<file path="config.mk">
export PLATFORM = sky130hd
export DESIGN_NAME = pc_select_unit_flat
export DESIGN_NICKNAME = d
export VERILOG_FILES = /design/src/rtl/pc_select_unit_if.sv /design/src/rtl/pc_select_unit.sv /design/src/flat_wrapper.sv
export SDC_FILE = /design/constraint.sdc
export NUM_CORES = 1
export LEC_CHECK = 0
export CORE_ASPECT_RATIO = 0.5
export CORE_MARGIN = 5
export CORE_UTILIZATION = 40
export DETAILED_ROUTE_END_ITERATION = 10
export GPL_TIMING_DRIVEN = 0
export PLACE_DENSITY = 0.79
export SLEW_MARGIN = 30
export SYNTH_ARGS = -nofsm -noshare
export SYNTH_HDL_FRONTEND = slang
export SYNTH_SLANG_ARGS = --single-unit
</file>
<file path="constraint.sdc">
create_clock -name clk -period 2.94 [get_ports clk]
set_input_delay 0.588 -clock clk [delete_from_list [all_inputs] [get_ports clk]]
set_output_delay 0.588 -clock clk [all_outputs]
set_load 0.01 [all_outputs]
</file>
<file path="src/rtl/pc_select_unit_if.sv">
// pc_select_unit_if: control-side bundle for the PC select unit.
// master = control unit / bench, slave = pc_select_unit.
interface pc_select_unit_if #(
  parameter int DATA_W  = 32,
  parameter int NUM_SRC = 4,
  parameter int SEL_W   = 2
);
  logic [NUM_SRC*DATA_W-1:0] src_data;
  logic [SEL_W-1:0]          src_sel;
  logic                      pc_write;
  logic                      pc_write_cond;
  logic                      cond_true;
  logic [2:0]                exc_req;
  logic [DATA_W-1:0]         pc_out;
  logic [DATA_W-1:0]         epc_out;
  logic [1:0]                cause_out;
  logic                      exc_ack;
  logic                      busy;
  logic                      sel_err;

  modport master (
    output src_data, src_sel, pc_write,
    output pc_write_cond, cond_true, exc_req,
    input  pc_out, epc_out, cause_out,
    input  exc_ack, busy, sel_err
  );

  modport slave (
    input  src_data, src_sel, pc_write,
    input  pc_write_cond, cond_true, exc_req,
    output pc_out, epc_out, cause_out,
    output exc_ack, busy, sel_err
  );
endinterface

</file>
<file path="src/rtl/pc_select_unit.sv">
// pc_select_unit: PC register, next-PC mux, exception sequencer.
// Optional macro PC_ALIGN_CHECK_EN: misaligned loads trap, cause 3.
module pc_select_unit #(
  parameter int              DATA_W       = 32,
  parameter int              NUM_SRC      = 4,
  parameter int              SEL_W        = 2,
  parameter logic [DATA_W-1:0] RESET_PC     = '0,
  parameter logic [DATA_W-1:0] EXC_VEC_BASE = DATA_W'(32'h0000_00FC)
) (
  input logic clk,
  input logic reset_n,
  pc_select_unit_if.slave bus
);

  typedef enum logic {IDLE, VECTOR} state_t;

  state_t            state_q, state_d;
  logic [DATA_W-1:0] pc_q, pc_d;
  logic [DATA_W-1:0] epc_q, epc_d;
  logic [1:0]        cause_q, cause_d;
  logic              ack_q, ack_d;
  logic              serr_q, serr_d;

  logic [DATA_W-1:0] srcs [NUM_SRC];
  logic [DATA_W-1:0] src_val;
  logic [31:0]       sel_idx;
  logic              sel_ok;
  logic              load;

  always_comb begin
    for (int k = 0; k < NUM_SRC; k++) begin
      srcs[k] = bus.src_data[k*DATA_W +: DATA_W];
    end
  end

  always_comb begin
    sel_idx = 32'(bus.src_sel);
    sel_ok  = sel_idx < NUM_SRC;
    src_val = '0;
    for (int k = 0; k < NUM_SRC; k++) begin
      if (sel_idx == k) src_val = srcs[k];
    end
  end

  assign load = bus.pc_write
              | (bus.pc_write_cond & bus.cond_true);

  always_comb begin
    state_d = state_q;
    pc_d    = pc_q;
    epc_d   = epc_q;
    cause_d = cause_q;
    ack_d   = 1'b0;
    serr_d  = 1'b0;
    unique case (state_q)
      IDLE: begin
        if (|bus.exc_req) begin
          // exception wins over a same-cycle load
          epc_d   = pc_q - DATA_W'(4);
          state_d = VECTOR;
          if (bus.exc_req[0])      cause_d = 2'd0;
          else if (bus.exc_req[1]) cause_d = 2'd1;
          else                     cause_d = 2'd2;
        end else if (load) begin
          if (!sel_ok) begin
            serr_d = 1'b1;
          end
`ifdef PC_ALIGN_CHECK_EN
          else if (src_val[1:0] != 2'b00) begin
            epc_d   = pc_q - DATA_W'(4);
            cause_d = 2'd3;
            state_d = VECTOR;
          end
`endif
          else begin
            pc_d = src_val;
          end
        end
      end
      VECTOR: begin
        // inputs ignored: no nesting
        pc_d    = EXC_VEC_BASE + DATA_W'({cause_q, 2'b00});
        ack_d   = 1'b1;
        state_d = IDLE;
      end
      default: state_d = IDLE;
    endcase
  end

  always_ff @(posedge clk or negedge reset_n) begin
    if (!reset_n) begin
      state_q <= IDLE;
      pc_q    <= RESET_PC;
      epc_q   <= '0;
      cause_q <= 2'd0;
      ack_q   <= 1'b0;
      serr_q  <= 1'b0;
    end else begin
      state_q <= state_d;
      pc_q    <= pc_d;
      epc_q   <= epc_d;
      cause_q <= cause_d;
      ack_q   <= ack_d;
      serr_q  <= serr_d;
    end
  end

  assign bus.pc_out    = pc_q;
  assign bus.epc_out   = epc_q;
  assign bus.cause_out = cause_q;
  assign bus.exc_ack   = ack_q;
  assign bus.sel_err   = serr_q;
  assign bus.busy      = (state_q != IDLE);

endmodule

</file>
<file path="src/flat_wrapper.sv">
// flat-port wrapper written by rule: the top's interface ports become plain ports
module pc_select_unit_flat 
#(
  parameter int              DATA_W       = 32,
  parameter int              NUM_SRC      = 4,
  parameter int              SEL_W        = 2,
  parameter logic [DATA_W-1:0] RESET_PC     = '0,
  parameter logic [DATA_W-1:0] EXC_VEC_BASE = DATA_W'(32'h0000_00FC)
)
  (clk, reset_n, bus_src_data, bus_src_sel, bus_pc_write, bus_pc_write_cond, bus_cond_true, bus_exc_req, bus_pc_out, bus_epc_out, bus_cause_out, bus_exc_ack, bus_busy, bus_sel_err);
  pc_select_unit_if #(.DATA_W(DATA_W), .NUM_SRC(NUM_SRC), .SEL_W(SEL_W)) bus_i ();
  input logic clk;
  input logic reset_n;
  input wire logic [$bits(bus_i.src_data)-1:0] bus_src_data;
  input wire logic [$bits(bus_i.src_sel)-1:0] bus_src_sel;
  input wire logic [$bits(bus_i.pc_write)-1:0] bus_pc_write;
  input wire logic [$bits(bus_i.pc_write_cond)-1:0] bus_pc_write_cond;
  input wire logic [$bits(bus_i.cond_true)-1:0] bus_cond_true;
  input wire logic [$bits(bus_i.exc_req)-1:0] bus_exc_req;
  output wire logic [$bits(bus_i.pc_out)-1:0] bus_pc_out;
  output wire logic [$bits(bus_i.epc_out)-1:0] bus_epc_out;
  output wire logic [$bits(bus_i.cause_out)-1:0] bus_cause_out;
  output wire logic [$bits(bus_i.exc_ack)-1:0] bus_exc_ack;
  output wire logic [$bits(bus_i.busy)-1:0] bus_busy;
  output wire logic [$bits(bus_i.sel_err)-1:0] bus_sel_err;
  assign bus_i.src_data = bus_src_data;
  assign bus_i.src_sel = bus_src_sel;
  assign bus_i.pc_write = bus_pc_write;
  assign bus_i.pc_write_cond = bus_pc_write_cond;
  assign bus_i.cond_true = bus_cond_true;
  assign bus_i.exc_req = bus_exc_req;
  assign bus_pc_out = bus_i.pc_out;
  assign bus_epc_out = bus_i.epc_out;
  assign bus_cause_out = bus_i.cause_out;
  assign bus_exc_ack = bus_i.exc_ack;
  assign bus_busy = bus_i.busy;
  assign bus_sel_err = bus_i.sel_err;
  pc_select_unit #(.DATA_W(DATA_W), .NUM_SRC(NUM_SRC), .SEL_W(SEL_W), .RESET_PC(RESET_PC), .EXC_VEC_BASE(EXC_VEC_BASE)) u_core (.clk(clk), .reset_n(reset_n), .bus(bus_i));
endmodule
</file>
==> impl_results.md <==
* Post-synthesis simple-gate area fraction at 0.1919
* Post-layout utilization of the core at 0.6774
* Register area share after synthesis at 0.4342
* Max IR drop VDD at 0.3571 mV
* Synth Area in XOR/XNOR at 0.04917
* Largest family of logic cells by synthesized area: simple AND/OR/NAND/NOR gates
* Initial antenna violation count at 0
* Slowest stage delay, CP at 0.52 ns
* Max FO, Critical Path at 5
* Pint at around 0.0028 W
* Distinct cells, synth at 37
* Setup TNS at 0 ns
* Synth Area in Compound Gates at 0.09962
* Seq pwr share at 0.358
* Clock sinks at 68
* Clk pwr share at 0.242
* CP cell instances: inv_1 -> ha_1 -> or4b_4 -> or4_1 -> buf_2 -> nor4b_4 -> xnor2_1 -> o21ai_1
* Die Y at 79.99 um
* DP HPWL at roughly 11000 um
* Clock Latency Late Sink at 0.34 ns
* Register bit count reported by yosys at 68
* Switch share at 0.3510
* Root Buffer: clkbuf_16
* Synth top area share at 0.4342
* Area leader, netlist: dfrtp_1
* Net Count, Synth at 529
* Cell Rows at 25
* Pwr Total at roughly 0.0044 W
* Core ar. at 9509 sq um
* DRT Wirelength at 13580 um
* Fillers at 724
* Synthesis warning total at 0
* I/O Buffers at 204
* Tcrit/Tclk final at 0.8844
* IO Pins at 207
* Final Hold Fails at 0
* R2r worst-path depth at 8
* Critical Path RT at 3.15 ns
* Clk slew on worst S/H paths at 0.06 ns
* Final Skew at 0.009175 ns
* Post-CTS Hold Buffers at 0
* Hold Path Class: in -> async
* Final hold slack at 0.1400 ns
* Wire length per cell at around 18 um
* Logic pwr share at 0.400
* Largest net degree at the start of global routing at 50
* Multi-input logic area at 2085 sq um
* P_leak at approximately 2.5 nW
* Primary FF master, synth: dfrtp_1
* H-Tree Depth at 3
* FMAX at 384.6 MHz
* Initial Util at 0.4121
* Max-Slew Margin vs Limit at 0.4660
* Max Cap Violations at 0
* Area delta synth->final at 64.37%
* Mapped cell area at 3919 sq um
* Synth top area cells: dfrtp_1 43%, mux4_2 18%, nand2_1 8.8%, o21ai_0 6.1%, xnor2_1 2.5%
* Dpl cells at 729
* Avg Inst Size Synth at 10.07 sq um
* Global route total overflow at 0
* DIE AREA at 12000 sq um
* N_diodes at 0
* GP Congestion at roughly 0.84
* CTS tree: yes
* Post-Synth Adder-Cell Area at 0.006386
* Share of layout cells above drive strength 1 at 0.1000
* Switching power of the nets at approximately 0.0015 W
* GRT Overall Usage at 0.2299
* TritonRoute pass-1 iters at 5
* Crit. End Element: register
* CTS Buf Count at 9
* First-pass GRT wire length at 21180 um
* Pwr dens at 680.8 nW/um^2
* Setup crit start kind: register
* Cell Count, Final, Fillers Out at 745
* Post-synthesis cell count at 389
* Tmin final at 2.600 ns
* Routed vias/inst at 5.203
* ANT nets after route at 0
* Max Root-Sink Buffers at 2
* Pins Over Slew Limit at 0
* Via count at 3876
* Drt drc at 0
* CP Class: reg -> reg
* Async set or reset register ratio after synthesis at 1.000
* Post-synth EDFFs at 0
* Worst Path Arrival at ~2.8 ns
* RSZ-0062 raised after global routing: no
* Register area at 1702 sq um
* Mux share of post-synthesis cell area at 0.1839
* Worst R2R Setup Slack at 0.34 ns
* Count of final setup violators at 0
* Status: finished clean
* 1st-iter DRT viols at approximately 310
* Vias in the first global route at 4034
* Nets at 745
* Slowest-stage cell, CP: or4_1
* Floorplan die width at 150.0 um
* Slew @ Worst Pin at 0.8010 ns
[kinds of logic (layout without fill, tap and decap cells)]
kind of cell               Yosys count  after routing
buffers and inverters               34            255
xor gates and xnor gates            22             22
AOI/OAI and AO/OA                   72             72
muxes                               32             32
other                                1              1
DFF                                 68             68
and+or+nand+nor                    158            158
adders and majority gates            2              2
[area by class of cell]
cell class / count / area share
clock inverter: 5 / 0.008159
inverter: 6 / 0.003497
buffer: 28 / 0.01729
multi-input combinational: 287 / 0.3236
tap: 135 / 0.02622
timing repair buffer: 205 / 0.3209
clock buffer: 11 / 0.03613
sequential: 68 / 0.2642
[cells in the final DEF (no fill, tap or decap), types with 2 or more instances in the layout]
master           count
a21oi_1              2
a31oi_1             12
buf_1                7
buf_4                2
clkbuf_1            20
clkbuf_16            9
clkdlybuf4s50_1    203
clkinv_2             3
dfrtp_1             68
ha_1                 2
inv_1                5
mux4_2              32
nand2_1             92
nand2b_1             2
nand3_1              3
nand4_1              4
nor2_1              24
nor3_1               8
nor4_1               2
nor4_2               2
o21ai_0             48
o21ai_1              5
o31ai_1              3
or2_2                4
or3_1                4
or4_1                6
xnor2_1             11
xor2_1              11
[what timing repair did]
| action | 4_1_cts | 5_1_grt |
|---|---|---|
| endpoints found under the hold margin | 0 | 0 |
| setup buffers | 0 | 0 |
| endpoints found under the setup margin | 0 | 1 |
| resized for setup | 0 | 2 |
[state kept, by name (all words and copies together), names as in the netlist]
signal	flops
u_core.bus.pc_out	32
u_core.bus.exc_ack	1
u_core.bus.cause_out	2
u_core.bus.busy	1
u_core.bus.epc_out	32
[cells in the mapped netlist (all sizes together) (2+ instances only)]
library cell,number
a21oi,2
a31oi,12
buf,9
clkbuf,19
dfrtp,68
ha,2
inv,5
mux4,32
nand2,92
nand2b,2
nand3,3
nand4,4
nor2,24
nor3,9
nor4,5
o21ai,53
o31ai,3
or2,4
or3,4
or4,6
xnor2,11
xor2,11
[metal layers]
metal	global-route usage	vias up	share of wire	routed length (um)
li1	-	1820	-	-
met1	0.3049	1874	0.42	5753
met2	0.3786	160	0.49	6600
met3	0.04878	22	0.071	958
met4	0.07664	0	0.020	266
met5	0	-	0	0
[critical path: cells and delay by family, from the launching register on]
kind,cells,cell delay [ns]
xor+xnor,1,0.16
compound gates,1,0.07
flops,1,0.43
buf+inv,2,0.31
fa+ha+maj,1,0.21
simple gates,3,1.31
[worst paths after layout]
kind,endpoint,start
setup / recovery,u_core.bus.epc_out[18],u_core.bus.pc_out[2]
hold / removal,u_core.bus.pc_out[10],reset_n
setup reg to reg,u_core.bus.epc_out[18],u_core.bus.pc_out[2]
hold reg to reg,u_core.bus.epc_out[31],u_core.bus.epc_out[31]
max in group asynchronous,u_core.bus.epc_out[14],reset_n
min in group clk,u_core.bus.epc_out[31],u_core.bus.epc_out[31]
[per-stage QoR]
stage | area, sq um | worst slack, ns
after floorplan | 3919 | 0.5119
after global placement | 6130 | -0.8939
after detailed placement | 6155 | -0.03096
after CTS | 6440 | 0.2947
after global routing | 6441 | 0.1680
final | 6441 | 0.3400
[power by group through the flow]
| stage | registers [W] | logic (W) | clock network [W] |
|---|---|---|---|
| floorplan | 0.00162 | 0.000627 | 0 |
| global placement | 0.00156 | 0.00172 | 0 |
| detailed placement | 0.00157 | 0.00175 | 0 |
| CTS | 0.00156 | 0.00177 | 0.00106 |
| global route | 0.00161 | 0.00190 | 0.00111 |
| finish | 0.00157 | 0.00175 | 0.00106 |
(Power assumes the default switching activity.)
